$ cat src/rtl/uart_tx_arbiter.sv
// Round-robin arbiter sharing one uart_tx among NUM_REQ byte producers.
// One byte per grant; waits for the tx_done rising edge (or a watchdog abort) before re-arbitrating.
module uart_tx_arbiter #(
  parameter int NUM_REQ        = 4,
  parameter int DATA_WIDTH     = 8,
  parameter int TIMEOUT_CYCLES = 131072,
  localparam int ID_W          = (NUM_REQ > 1) ? $clog2(NUM_REQ) : 1
) (
  input  logic                          clk,
  input  logic                          reset,
  input  logic [NUM_REQ-1:0]            req_valid,
  input  logic [NUM_REQ*DATA_WIDTH-1:0] req_data,
  output logic [NUM_REQ-1:0]            req_ready,
  output logic [NUM_REQ-1:0]            req_sent,
  output logic                          tx_start,
  output logic [DATA_WIDTH-1:0]         tx_din,
  input  logic                          tx_done,
  output logic [ID_W-1:0]               grant_id,
  output logic                          busy,
  output logic                          timeout_err
);

  localparam int              CNT_W    = (TIMEOUT_CYCLES > 1) ? $clog2(TIMEOUT_CYCLES) : 1;
  localparam bit              WD_EN    = (TIMEOUT_CYCLES != 0);
  localparam logic [CNT_W-1:0] CNT_LAST = WD_EN ? CNT_W'(TIMEOUT_CYCLES - 1) : '0;

  typedef enum logic [1:0] {IDLE, START, BUSY} state_t;

  state_t            state, state_nxt;
  logic [ID_W-1:0]   last_id;
  logic [ID_W-1:0]   winner;
  logic              found;
  logic              transfer;
  logic              tx_done_q;
  logic              done_rise;
  logic              wd_expire;
  logic [CNT_W-1:0]  wd_cnt;

  // Index last+k modulo NUM_REQ; k never exceeds NUM_REQ so one subtraction suffices.
  function automatic logic [ID_W-1:0] rr_index(input logic [ID_W-1:0] base, input int k);
    int s;
    s = int'(base) + k;
    if (s >= NUM_REQ) s = s - NUM_REQ;
    return ID_W'(s);
  endfunction

  always_comb begin
    // NOTE: every signal gets a default before the search so no latch is inferred.
    winner = '0;
    found  = 1'b0;
    for (int k = 1; k <= NUM_REQ; k++) begin
      if (!found && req_valid[rr_index(last_id, k)]) begin
        found  = 1'b1;
        winner = rr_index(last_id, k);
      end
    end
  end

  assign transfer  = (state == IDLE) && found;
  assign done_rise = tx_done & ~tx_done_q;
  assign wd_expire = WD_EN && (wd_cnt == CNT_LAST);

  always_comb begin
    state_nxt = state;
    req_ready = '0;
    tx_start  = 1'b0;
    busy      = 1'b0;
    case (state)
      IDLE: begin
        if (transfer) begin
          req_ready[winner] = 1'b1;
          state_nxt         = START;
        end
      end
      START: begin
        tx_start  = 1'b1;
        busy      = 1'b1;
        state_nxt = BUSY;
      end
      BUSY: begin
        busy = 1'b1;
        if (done_rise || wd_expire) state_nxt = IDLE;
      end
      default: state_nxt = IDLE;
    endcase
  end

  // NOTE: sequential state uses non-blocking assignments only; reset is synchronous so it sits inside the clocked branch.
  always_ff @(posedge clk) begin
    if (reset) begin
      state       <= IDLE;
      last_id     <= ID_W'(NUM_REQ - 1);
      grant_id    <= '0;
      tx_din      <= '0;
      tx_done_q   <= 1'b0;
      wd_cnt      <= '0;
      timeout_err <= 1'b0;
      req_sent    <= '0;
    end else begin
      state     <= state_nxt;
      tx_done_q <= tx_done;
      req_sent  <= '0;
      if (transfer) begin
        tx_din   <= req_data[winner*DATA_WIDTH +: DATA_WIDTH];
        grant_id <= winner;
        last_id  <= winner;
      end
      if (state == START)     wd_cnt <= '0;
      else if (state == BUSY) wd_cnt <= wd_cnt + 1'b1;
      // Completion wins over a watchdog expiry landing in the same cycle.
      if (state == BUSY) begin
        if (done_rise)      req_sent[grant_id] <= 1'b1;
        else if (wd_expire) timeout_err        <= 1'b1;
      end
    end
  end

endmodule

$ cat config.mk
export PLATFORM = sky130hd
export DESIGN_NAME = uart_tx_arbiter
export DESIGN_NICKNAME = d
export VERILOG_FILES = /design/src/rtl/uart_tx_arbiter.sv
export SDC_FILE = /design/constraint.sdc
export NUM_CORES = 1
export LEC_CHECK = 0
export BUFFER_PORTS_ARGS = -buffer_cell sky130_fd_sc_hd__buf_2
export CORE_MARGIN = 2
export CORE_UTILIZATION = 36
export CTS_CLUSTER_SIZE = 14
export DETAILED_ROUTE_END_ITERATION = 7
export GPL_TIMING_DRIVEN = 0
export PLACE_DENSITY = 0.65
export SLEW_MARGIN = 10
export SYNTH_ARGS = -nofsm -noshare
export SYNTH_HDL_FRONTEND = slang
export SYNTH_SLANG_ARGS = --single-unit
$ cat constraint.sdc
create_clock -name clk -period 3.7 [get_ports clk]
set_clock_uncertainty 0.1 [all_clocks]
set_input_delay 0.185 -clock clk [delete_from_list [all_inputs] [get_ports clk]]
set_output_delay 0.185 -clock clk [all_outputs]
set_load 0.02 [all_outputs]
==> impl_results.md <==
- Status: finished clean
- Core area: 0.00507 mm²
- Worst path bufs/invs: 0
- Synth Warn #: 0
- Post-DP HPWL: 3020 µm
- Ports: 60
- Worst Setup Path Type: reg -> reg
- Largest net degree at the start of global routing: 13
- Number of routed nets with antenna violations: 0
- CTS buffer count: 5
- Number of H-tree levels: 2
- Worst Path Max Fanout: 6
- Worst reg2reg path depth: 8
- Vias/cell: 4.78
- DRC violation count after routing: 0
- Post-Layout Inst Area: 0.00234 mm²
- Worst path max stage delay: 0.42 ns
- Sink Count: 37
- Root buffer cell: clkbuf_8
- Placed standard-cell area: 0.00225 mm²
- Synth Flop Type: dfxtp_1
- Power Density: 443 mW/mm²
- Fin. Hold Viols: 0
- Hold_buf cts: 0
- Metal-1 WL: 1870 µm
- Post-synth EDFFs: 0
- Layout area overhead: 24.8%
- Vias: 1601
- First-pass GRT wire length: 6970 µm
- Setup tns final: 0 ns
- Hold Path Stages: 2
- Critical path depth: 8
- Fmax: 433 MHz
- Die width: 76.1 µm
- Min-Delay Path Class: in -> reg
- Cell breakdown of the critical path: and4_1 -> nand4_1 -> nor4_1 -> ha_1 -> and3b_1 -> a31oi_1 -> mux2i_1 -> nor2_1
- Crit share post-route: 0.624
- CP max stage cell: dfxtp_1
- Share of cells above drive strength 1: 0.340
- Global route overflow: 0
- Worst-skew pair later-pin latency: 0.29 ns
- WP data required: 3.77 ns
- Tmin final: 2.31 ns
- Worst Max-Slew Pin Slew: 0.585 ns
- Top sig layer: met4
- Post-Route WL: 3990 µm
- Mapped Avg Cell Area: 9.41 µm²
- Setup violators final: 0
- Cell count after synthesis: 199
- FP Rows: 26
- Syn_nets: 243
- Number of global-route vias before repair: 1511
- Seq cells post-synth: 37
- Synth async-reset ratio: 0
- Post-CTS setup buffer count: 0
- Iter 0 DRT Violations: 43
- Routed met2 length: 1900 µm
- Height of the die: 76.1 µm
- Per-cell routed wire length: 11.9 µm
- Leakage power: 1.04 nW
- RSZ-0062 raised after global routing: no
- Tot Pwr: 0.00103 W
- R2R Setup Slk: 1.39 ns
- Resized cells post-CTS: 0
- CP Capture Type: flop
- Buffers on Ports: 58
- Max IR drop VDD: 0.000199 V
- Metal3 WL: 144 µm
- Pre-antenna DRT Iters: 4
- GRT Util Overall: 0.149
- Bufs on Longest Clock Path: 2
- Seq/Total Area, Yosys: 0.396
- Fin nets: 308
- RePlAce Congestion: 0.801
- Crit-path leading delay family: simple AND/OR/NAND/NOR gates
- Die area: 0.00579 mm²
- Slew HR: 0.610
- Antenna violations before repair: 0
- Max-slew violation count: 0
- CTS tree: yes
- Library cells used by synthesis: 40
- Worst setup SP type: flop
- Critical Path AT: 2.37 ns
- Initial Util: 0.369
- Max-cap violation count: 0
- Ant diodes: 0
- Post-Syn Area: 0.00187 mm²
- CTS clk-pin slew, worst paths: 0.08 ns
- Fillers: 523
-- metal layers --
metal / global-route usage / vias to the layer above
li1: - / 833
met5: 0 / -
met1: 0.181 / 732
met4: 0.0655 / 0
met2: 0.247 / 31
met3: 0.0391 / 5
-- through the flow --
| step | setup WS [ns] | utilization | std cells | hold slack (ns) |
|---|---|---|---|---|
| 5_1_grt | 1.17 | 0.460 | 335 | 0.0973 |
| 4_1_cts | 1.35 | 0.460 | 335 | 0.0746 |
| 2_1_floorplan | 1.65 | - | 199 | 0.240 |
| 3_5_place_dp | 1.38 | 0.443 | 327 | 0.366 |
| 6_report | 1.39 | 0.460 | 335 | 0.0940 |
| 3_3_place_gp | 1.42 | 0.443 | 327 | 0.361 |
-- cell usage after synthesis, types with 3 or more instances --
library cell	count	area (µm²)
nand2_1	15	56.3
nand4_1	7	43.8
nand3_1	3	15.0
inv_1	5	18.8
o21ai_0	3	15.0
ha_1	5	62.6
nor3b_1	9	67.6
dfxtp_1	37	741
a21oi_1	7	35.0
mux2i_1	4	40.0
mux2_2	9	101
or3_1	3	18.8
xor2_1	8	70.1
nor2_1	27	101
clkbuf_1	5	18.8
and3b_1	3	26.3
a221o_1	8	80.1
nor3_1	4	20.0
mux2_4	7	105
nand2b_1	3	18.8
xnor2_1	4	35.0
-- flip-flops by register name, summed over array words and instances (netlist names) --
| name | flops |
|---|---|
| wd_cnt | 17 |
| tx_din | 8 |
| last_id | 2 |
| state | 2 |
| req_sent | 4 |
| timeout_err | 1 |
| tx_done_q | 1 |
| grant_id | 2 |
-- cell usage in the layout, fill, tap and decap left out, drive strengths merged, types with 2 or more instances in the layout --
cell / netlist / final
nor2b: 2 / 2
xor2: 8 / 8
inv: 5 / 5
clkbuf: 5 / 10
o21ai: 4 / 4
nand2: 15 / 15
a221o: 8 / 8
clkinv: 0 / 2
and3b: 3 / 3
nand4: 7 / 7
nor3b: 10 / 10
xnor2: 4 / 4
nand3: 3 / 3
mux2i: 4 / 4
and3: 2 / 2
mux2: 16 / 16
a31oi: 2 / 2
nor2: 28 / 28
buf: 4 / 62
dfxtp: 37 / 37
a21oi: 7 / 7
nor3: 5 / 5
ha: 5 / 5
or3: 3 / 3
nand2b: 3 / 3
-- power by group --
part | switching [W] | internal [W] | leakage (nW)
combinational | 0.000167 | 0.000144 | 0.691
clock | 0.000147 | 0.000130 | 0.0439
sequential | 0.0000174 | 0.000429 | 0.301
-- layout make-up --
type | count | area [µm²] | share of cell area
sequential | 37 | 741 | 0.317
timing repair buffer | 58 | 290 | 0.124
multi-input combinational | 148 | 1050 | 0.450
inverter | 5 | 18.8 | 0.00803
clock buffer | 5 | 68.8 | 0.0295
clock inverter | 3 | 17.5 | 0.00750
buffer | 9 | 60.1 | 0.0257
tap | 70 | 87.6 | 0.0375
-- final timing paths --
kind                       startpoint                        to
max            wd_cnt[4]$_SDFFE_PP0P_     state[1]$_SDFFE_PP0P_
min reg2reg  timeout_err$_SDFFE_PP0P_  timeout_err$_SDFFE_PP0P_
min                           tx_done      tx_done_q$_SDFF_PP0_
max reg2reg    wd_cnt[4]$_SDFFE_PP0P_     state[1]$_SDFFE_PP0P_
-- logic make-up after synthesis --
logic type                 synth area share
and+or+nand+nor                       0.248
DFF                                   0.396
AOI/OAI and AO/OA                    0.0929
muxes                                 0.132
buffers and inverters                0.0421
xor gates and xnor gates             0.0561
adders and majority gates            0.0334
No activity file was read; power rests on OpenSTA's default activity.
